==> src/rtl/ifm_window_feeder.sv <==
// 3x3 sliding-window operand feeder: raster pixel stream in, 9 ifm lanes + weights + bias out.
// Optional macro WIN_STRIDE2_EN restricts window emission to stride 2.
`timescale 1ns/1ps
module ifm_window_feeder #(
  parameter int INPUT_IFM_WIDTH  = 8,
  parameter int INPUT_WGT_WIDTH  = 8,
  parameter int INPUT_BIAS_WIDTH = 8,
  parameter int PE_ARR_SIZE      = 9,
  parameter int IFM_COLS         = 32,
  parameter int IFM_ROWS         = 32,
  parameter int PIPE_LAT         = 5
) (
  input  logic                                              clk,
  input  logic                                              rst_n,
  input  logic                                              start,
  input  logic                                              wgt_wr_en,
  input  logic [3:0]                                        wgt_wr_addr,
  input  logic [INPUT_WGT_WIDTH-1:0]                        wgt_wr_data,
  input  logic                                              bias_wr_en,
  input  logic [INPUT_BIAS_WIDTH-1:0]                       bias_wr_data,
  input  logic                                              pix_valid,
  input  logic [INPUT_IFM_WIDTH-1:0]                        pix_data,
  output logic                                              pix_ready,
  output logic [PE_ARR_SIZE-1:0][INPUT_IFM_WIDTH-1:0]       ifm_output,
  output logic [PE_ARR_SIZE-1:0][INPUT_WGT_WIDTH-1:0]       wgt_output,
  output logic [INPUT_BIAS_WIDTH-1:0]                       bias_output,
  output logic                                              win_valid,
  output logic                                              ofm_valid,
  output logic                                              busy,
  output logic                                              frame_done
);

  if (PE_ARR_SIZE != 9) begin : g_bad_arr_size
    $error("ifm_window_feeder: PE_ARR_SIZE must be 9");
  end

  localparam int CW = (IFM_COLS > 1) ? $clog2(IFM_COLS) : 1;
  localparam int RW = (IFM_ROWS > 1) ? $clog2(IFM_ROWS) : 1;
  localparam int DW = (PIPE_LAT > 1) ? $clog2(PIPE_LAT) : 1;
  localparam logic [CW-1:0] LAST_COL = CW'(IFM_COLS - 1);
  localparam logic [RW-1:0] LAST_ROW = RW'(IFM_ROWS - 1);

  typedef enum logic [1:0] {S_IDLE, S_STREAM, S_DRAIN, S_DONE} state_t;

  state_t                     r_state;
  state_t                     w_state_nxt;
  logic [CW-1:0]              r_col;
  logic [RW-1:0]              r_row;
  logic [DW-1:0]              r_drain;
  logic [PIPE_LAT-1:0]        r_ofm_sr;
  logic [INPUT_IFM_WIDTH-1:0] r_lb0 [IFM_COLS];
  logic [INPUT_IFM_WIDTH-1:0] r_lb1 [IFM_COLS];
  logic [INPUT_IFM_WIDTH-1:0] r_sh  [3][2];
  logic [INPUT_IFM_WIDTH-1:0] w_newcol [3];
  logic [PE_ARR_SIZE-1:0][INPUT_IFM_WIDTH-1:0] w_win;
  logic                       w_acc;
  logic                       w_last;
  logic                       w_hit;
  logic                       w_idle;

  assign w_idle    = (r_state == S_IDLE);
  assign pix_ready = (r_state == S_STREAM);
  assign busy      = !w_idle;
  assign w_acc     = pix_valid && pix_ready;
  assign w_last    = w_acc && (r_row == LAST_ROW) && (r_col == LAST_COL);
  assign ofm_valid = r_ofm_sr[PIPE_LAT-1];

`ifdef WIN_STRIDE2_EN
  // r-2 / c-2 even is the same as r / c even
  assign w_hit = (r_row >= RW'(2)) && (r_col >= CW'(2)) && !r_row[0] && !r_col[0];
`else
  assign w_hit = (r_row >= RW'(2)) && (r_col >= CW'(2));
`endif

  always_ff @(posedge clk) begin
    if (!rst_n) r_state <= S_IDLE;
    else        r_state <= w_state_nxt;
  end

  always_comb begin
    w_state_nxt = r_state;
    case (r_state)
      S_IDLE:   if (start) w_state_nxt = S_STREAM;
      S_STREAM: if (w_last) w_state_nxt = S_DRAIN;
      S_DRAIN:  if (r_drain == DW'(PIPE_LAT - 1)) w_state_nxt = S_DONE;
      S_DONE:   w_state_nxt = S_IDLE;
      default:  w_state_nxt = S_IDLE;
    endcase
  end

  always_ff @(posedge clk) begin
    if (!rst_n) begin
      r_col   <= '0;
      r_row   <= '0;
      r_drain <= '0;
    end else begin
      if (w_idle && start) begin
        r_col <= '0;
        r_row <= '0;
      end else if (w_acc && !w_last) begin
        if (r_col == LAST_COL) begin
          r_col <= '0;
          r_row <= r_row + RW'(1);
        end else begin
          r_col <= r_col + CW'(1);
        end
      end
      if (r_state == S_DRAIN) r_drain <= r_drain + DW'(1);
      else                    r_drain <= '0;
    end
  end

  // Column c of rows r-2, r-1, r as seen when pixel (r,c) arrives
  always_comb begin
    w_newcol[0] = r_lb0[r_col];
    w_newcol[1] = r_lb1[r_col];
    w_newcol[2] = pix_data;
    w_win       = '0;
    for (int unsigned ky = 0; ky < 3; ky++) begin
      w_win[ky*3 + 0] = r_sh[ky][0];
      w_win[ky*3 + 1] = r_sh[ky][1];
      w_win[ky*3 + 2] = w_newcol[ky];
    end
  end

  // Data storage only; contents are qualified by win_valid so no reset is needed
  always_ff @(posedge clk) begin
    if (w_acc) begin
      r_lb0[r_col] <= r_lb1[r_col];
      r_lb1[r_col] <= pix_data;
      for (int unsigned ky = 0; ky < 3; ky++) begin
        r_sh[ky][0] <= r_sh[ky][1];
        r_sh[ky][1] <= w_newcol[ky];
      end
    end
  end

  always_ff @(posedge clk) begin
    if (!rst_n) begin
      ifm_output  <= '0;
      win_valid   <= 1'b0;
      r_ofm_sr    <= '0;
      frame_done  <= 1'b0;
      wgt_output  <= '0;
      bias_output <= '0;
    end else begin
      win_valid <= w_acc && w_hit;
      if (w_acc && w_hit) ifm_output <= w_win;
      r_ofm_sr[0] <= win_valid;
      for (int unsigned i = 1; i < PIPE_LAT; i++) r_ofm_sr[i] <= r_ofm_sr[i-1];
      frame_done <= (r_state == S_DONE);
      if (w_idle) begin
        if (wgt_wr_en && (wgt_wr_addr < 4'(PE_ARR_SIZE))) wgt_output[wgt_wr_addr] <= wgt_wr_data;
        if (bias_wr_en) bias_output <= bias_wr_data;
      end
    end
  end

endmodule

==> config.mk <==
export PLATFORM = sky130hd
export DESIGN_NAME = ifm_window_feeder
export DESIGN_NICKNAME = d
export VERILOG_FILES = /design/src/rtl/ifm_window_feeder.sv
export SDC_FILE = /design/constraint.sdc
export NUM_CORES = 1
export LEC_CHECK = 0
export CORE_MARGIN = 2
export CORE_UTILIZATION = 53
export CTS_CLUSTER_DIAMETER = 200
export DETAILED_ROUTE_END_ITERATION = 6
export GPL_TIMING_DRIVEN = 0
export PLACE_DENSITY_LB_ADDON = 0.2
export SLEW_MARGIN = 15
export SYNTH_ARGS = -nofsm -noshare
export SYNTH_HDL_FRONTEND = slang
export SYNTH_SLANG_ARGS = --single-unit
==> constraint.sdc <==
create_clock -name clk -period 3.4 [get_ports clk]
set_input_delay 0.68 -clock clk [delete_from_list [all_inputs] [get_ports clk]]
set_output_delay 0.68 -clock clk [all_outputs]
set_load 0.05 [all_outputs]
==> results.cfg <==
[timing]
worstMarginPinSlew_ns = 0.988
clock_skew_ns = 0.0236
finalSetupViolCount = 1
finalHoldViolations = 0
report.final.slew_viol_count = 0
fin_crit_sh_pct = 100
rsz0062_at_grt = false
period_minus_slack_ns = 3.41
slew_headroom_pct = 33.9
fmax_ghz = 0.294
setup_slack_ns = -0.00574

[synth]
yosys.cell_types.count = 47
yosysWarnings = 0
synth_most_common_cell = edfxtp_1
ys_seq_area_share_pct = 73.1
synth_top_cells_by_count = 560 x edfxtp_1, 330 x mux2i_1, 179 x dfxtp_1
synth-xor-area-share_pct = 0.126
synth_top_family_by_area = multiplexers
synth_nets = 1889
synthTopCellsByArea = edfxtp_1 60%, dfxtp_1 13%, mux2i_1 12%, a22oi_1 3.5%, a21oi_1 2.3%
syn_inst = 1840
synth_flop_cell = edfxtp_1
synthMuxAreaShare_pct = 11.9
synthArstFlopShare_pct = 0
synth_area_um2 = 27900
ys_seq_elements = 739
synth_compound_area_share_pct = 6.98
synth_area_leader_cell = edfxtp_1
avgSynthCellArea_um2 = 15.2
synth_edf_count = 560
yosys.area.top_type_share_pct = 60.2
yosys.area_share.simple_pct = 5.03
synthAdderAreaFrac_pct = 0.672

[finish]
area_growth_pct = 20.5
nNetsFinal = 2186
n_antenna_cell = 0
n_fill_cell = 3715
layout-drive-gt1-share_pct = 11.5
fin_util_pct = 64.3

[placed_design]
port_buffers = 181
gp_congestion = 0.878
hpwl_um = 48000

[power_and_ir_drop]
leakage_nw = 10.8
p_int_mw = 15.3
p_sw_mw = 4.86
clkPwrFrac_pct = 38.5
power_density_nw_per_um2 = 599
worst_ir_drop_vdd_mv = 0.374
swShare_pct = 24.1
power_frac_comb_pct = 11.0
power_frac_seq_pct = 50.5
finalPower_mw = 20.2

[worst_setup_path]
critPathKind = reg2reg
worstPathArrival_ns = 3.91
start_kind = register
crit_fanout = 14
r2r_cells = 9
endpoint = ifm_output[45]$_SDFFE_PN0P_
critPathSlowestCell = clkbuf_1
path_cells = nor2b_1 -> clkbuf_1 -> clkbuf_1 -> a22oi_1 -> a21oi_1 -> nor4_4 -> buf_8 -> buf_8 -> o21ba_1
r2r_slack_ns = -0.006
slowest_delay_ns = 0.70
critPathRequiredTime_ns = 3.90
rr_endpoint = ifm_output[45]$_SDFFE_PN0P_
endpoint_kind = register

[routing]
drtIter0Drc = 1673
wire_per_inst_um = 24.4
wl_um = 70300
drc = 0
vias_per_cell = 5.82
dr.pass1.iters = 5
ant_nets = 0
vias = 16700

[global_routing]
overflow = 0
grt_pass1_vias = 16100
gr-usage-all-layers_pct = 25.7
antenna_found_initial = 0
grt_pass1_wl_um = 102000
grt_max_degree = 56

[clock_network]
cts_tree = yes
clockBufferDepth = 3
clock-root-buffer = clkbuf_16
htree_levels = 3
cts_buffers = 75
path_clk_slew_ns = 0.06
clock_sinks = 739
clk_latency_ns = 0.62

[flow_run]
maxCapViolCount = 0

[min_path]
hold_path_class = reg2reg

[floorplan]
chipWidth_um = 233
num_rows = 84
start_util_pct = 53.3
die_h_um = 233
dieArea_um2 = 54500
coreArea_um2 = 52300
pin_count = 191

[run_status]
outcome = finished, violations left
failed_checks = negative setup slack
## kinds of logic after synthesis
family | after synthesis
AO/OA/AOI/OAI | 300
XOR/XNOR | 4
adder cells (fa/ha/maj) | 15
buffers and inverters | 124
flip-flops | 739
multiplexers | 331
AND/OR/NAND/NOR | 327
## cells in the final DEF (no fill, tap or decap), drive strengths merged, types with 15 or more instances in the layout
cell type      Yosys  routed
a22oi            129     129
mux2i            330     330
edfxtp           560     560
o21ai             17      17
o21ba             16      16
clkinv             1      24
ha                15      15
clkdlybuf4s50      0     173
a21oi            131     131
buf               47      94
dfxtp            179     179
clkbuf            66     170
nor2             129     129
nor4              16      16
nand2            135     135
## layer usage
layer  track usage [%]  share of wire (%)  vias to the layer above
li1                  -                  -                     7525
met1              35.5                 42                     8323
met2              40.7                 47                      759
met3              5.35                8.4                      137
met4              8.66                3.2                        0
met5                 0                  0                        -
## power by group through the flow
stage / Sequential (mW) / Clock [mW] / Combinational (mW)
2_1_floorplan: 10.5 / 0 / 1.15
3_3_place_gp: 10.4 / 0 / 1.99
3_5_place_dp: 10.4 / 0 / 2.20
4_1_cts: 10.2 / 7.86 / 2.21
5_1_grt: 10.2 / 8.23 / 2.34
6_report: 10.2 / 7.76 / 2.22
## timing repair
item	in CTS	in global routing
setup buffers	0	0
hold buffers	0	0
endpoints found under the setup margin	306	0
resized for setup	9	0
## area by class of cell
type                    instances  area, µm²  area share (%)
plain buffers                 113        582            1.73
clock buffers                 104       2160            6.41
clock inverters                26        151           0.450
inverters                      11       46.3           0.138
multi-input cells             977       7140            21.2
flip-flops and latches        739      20400            60.6
well taps                     688        861            2.56
repair buffers                220       2310            6.86
## worst max-delay path, delay by kind of cell (launching register included)
kind            cells  cell delay (ns)
buf+inv             4             1.75
compound gates      3             0.83
flops               1             0.36
simple gates        2             0.32
## state kept, by name, indices dropped and copies added (netlist names), named ones only
| name | cells |
|---|---|
| r_ofm_sr | 5 |
| r_row | 5 |
| r_sh | 48 |
| win_valid | 1 |
| wgt_output | 72 |
| frame_done | 1 |
| ifm_output | 72 |
| r_state | 2 |
| r_lb0 | 256 |
| r_lb1 | 256 |
| r_col | 5 |
| bias_output | 8 |
| r_drain | 3 |
## worst min-delay path by stage
| stage | from | endpoint | slack [ns] | cells after the start |
|---|---|---|---|---|
| after global routing | r_sh[0][1]$_DFFE_PP_ | r_sh[0][9]$_DFFE_PP_ | 0.46 | 0 |
| after global placement | r_ofm_sr[2]$_SDFF_PN0_ | r_ofm_sr[3]$_SDFF_PN0_ | 0.43 | 1 |
| final | r_ofm_sr[2]$_SDFF_PN0_ | r_ofm_sr[3]$_SDFF_PN0_ | 0.44 | 1 |
| after CTS | r_ofm_sr[0]$_SDFF_PN0_ | r_ofm_sr[1]$_SDFF_PN0_ | 0.44 | 1 |
| after floorplan | r_ofm_sr[0]$_SDFF_PN0_ | r_ofm_sr[1]$_SDFF_PN0_ | 0.41 | 1 |
| after detailed placement | r_ofm_sr[0]$_SDFF_PN0_ | r_ofm_sr[1]$_SDFF_PN0_ | 0.42 | 1 |
## stage by stage
| stage | cells | setup WS (ns) | cell area, µm² | TNS [ns] | hold slack, ns |
|---|---|---|---|---|---|
| final | 2878 | -0.00574 | 33600 | -0.00574 | 0.442 |
| after global placement | 2709 | -2.42 | 30600 | -1006.64 | 0.427 |
| after detailed placement | 2748 | -0.733 | 31300 | -268.22 | 0.420 |
| after floorplan | 1840 | 0.286 | 28000 | 0 | 0.412 |
| after global routing | 2878 | 0.00905 | 33600 | 0 | 0.458 |
| after CTS | 2878 | 0.0563 | 33600 | 0 | 0.444 |
(Power assumes the default switching activity.)
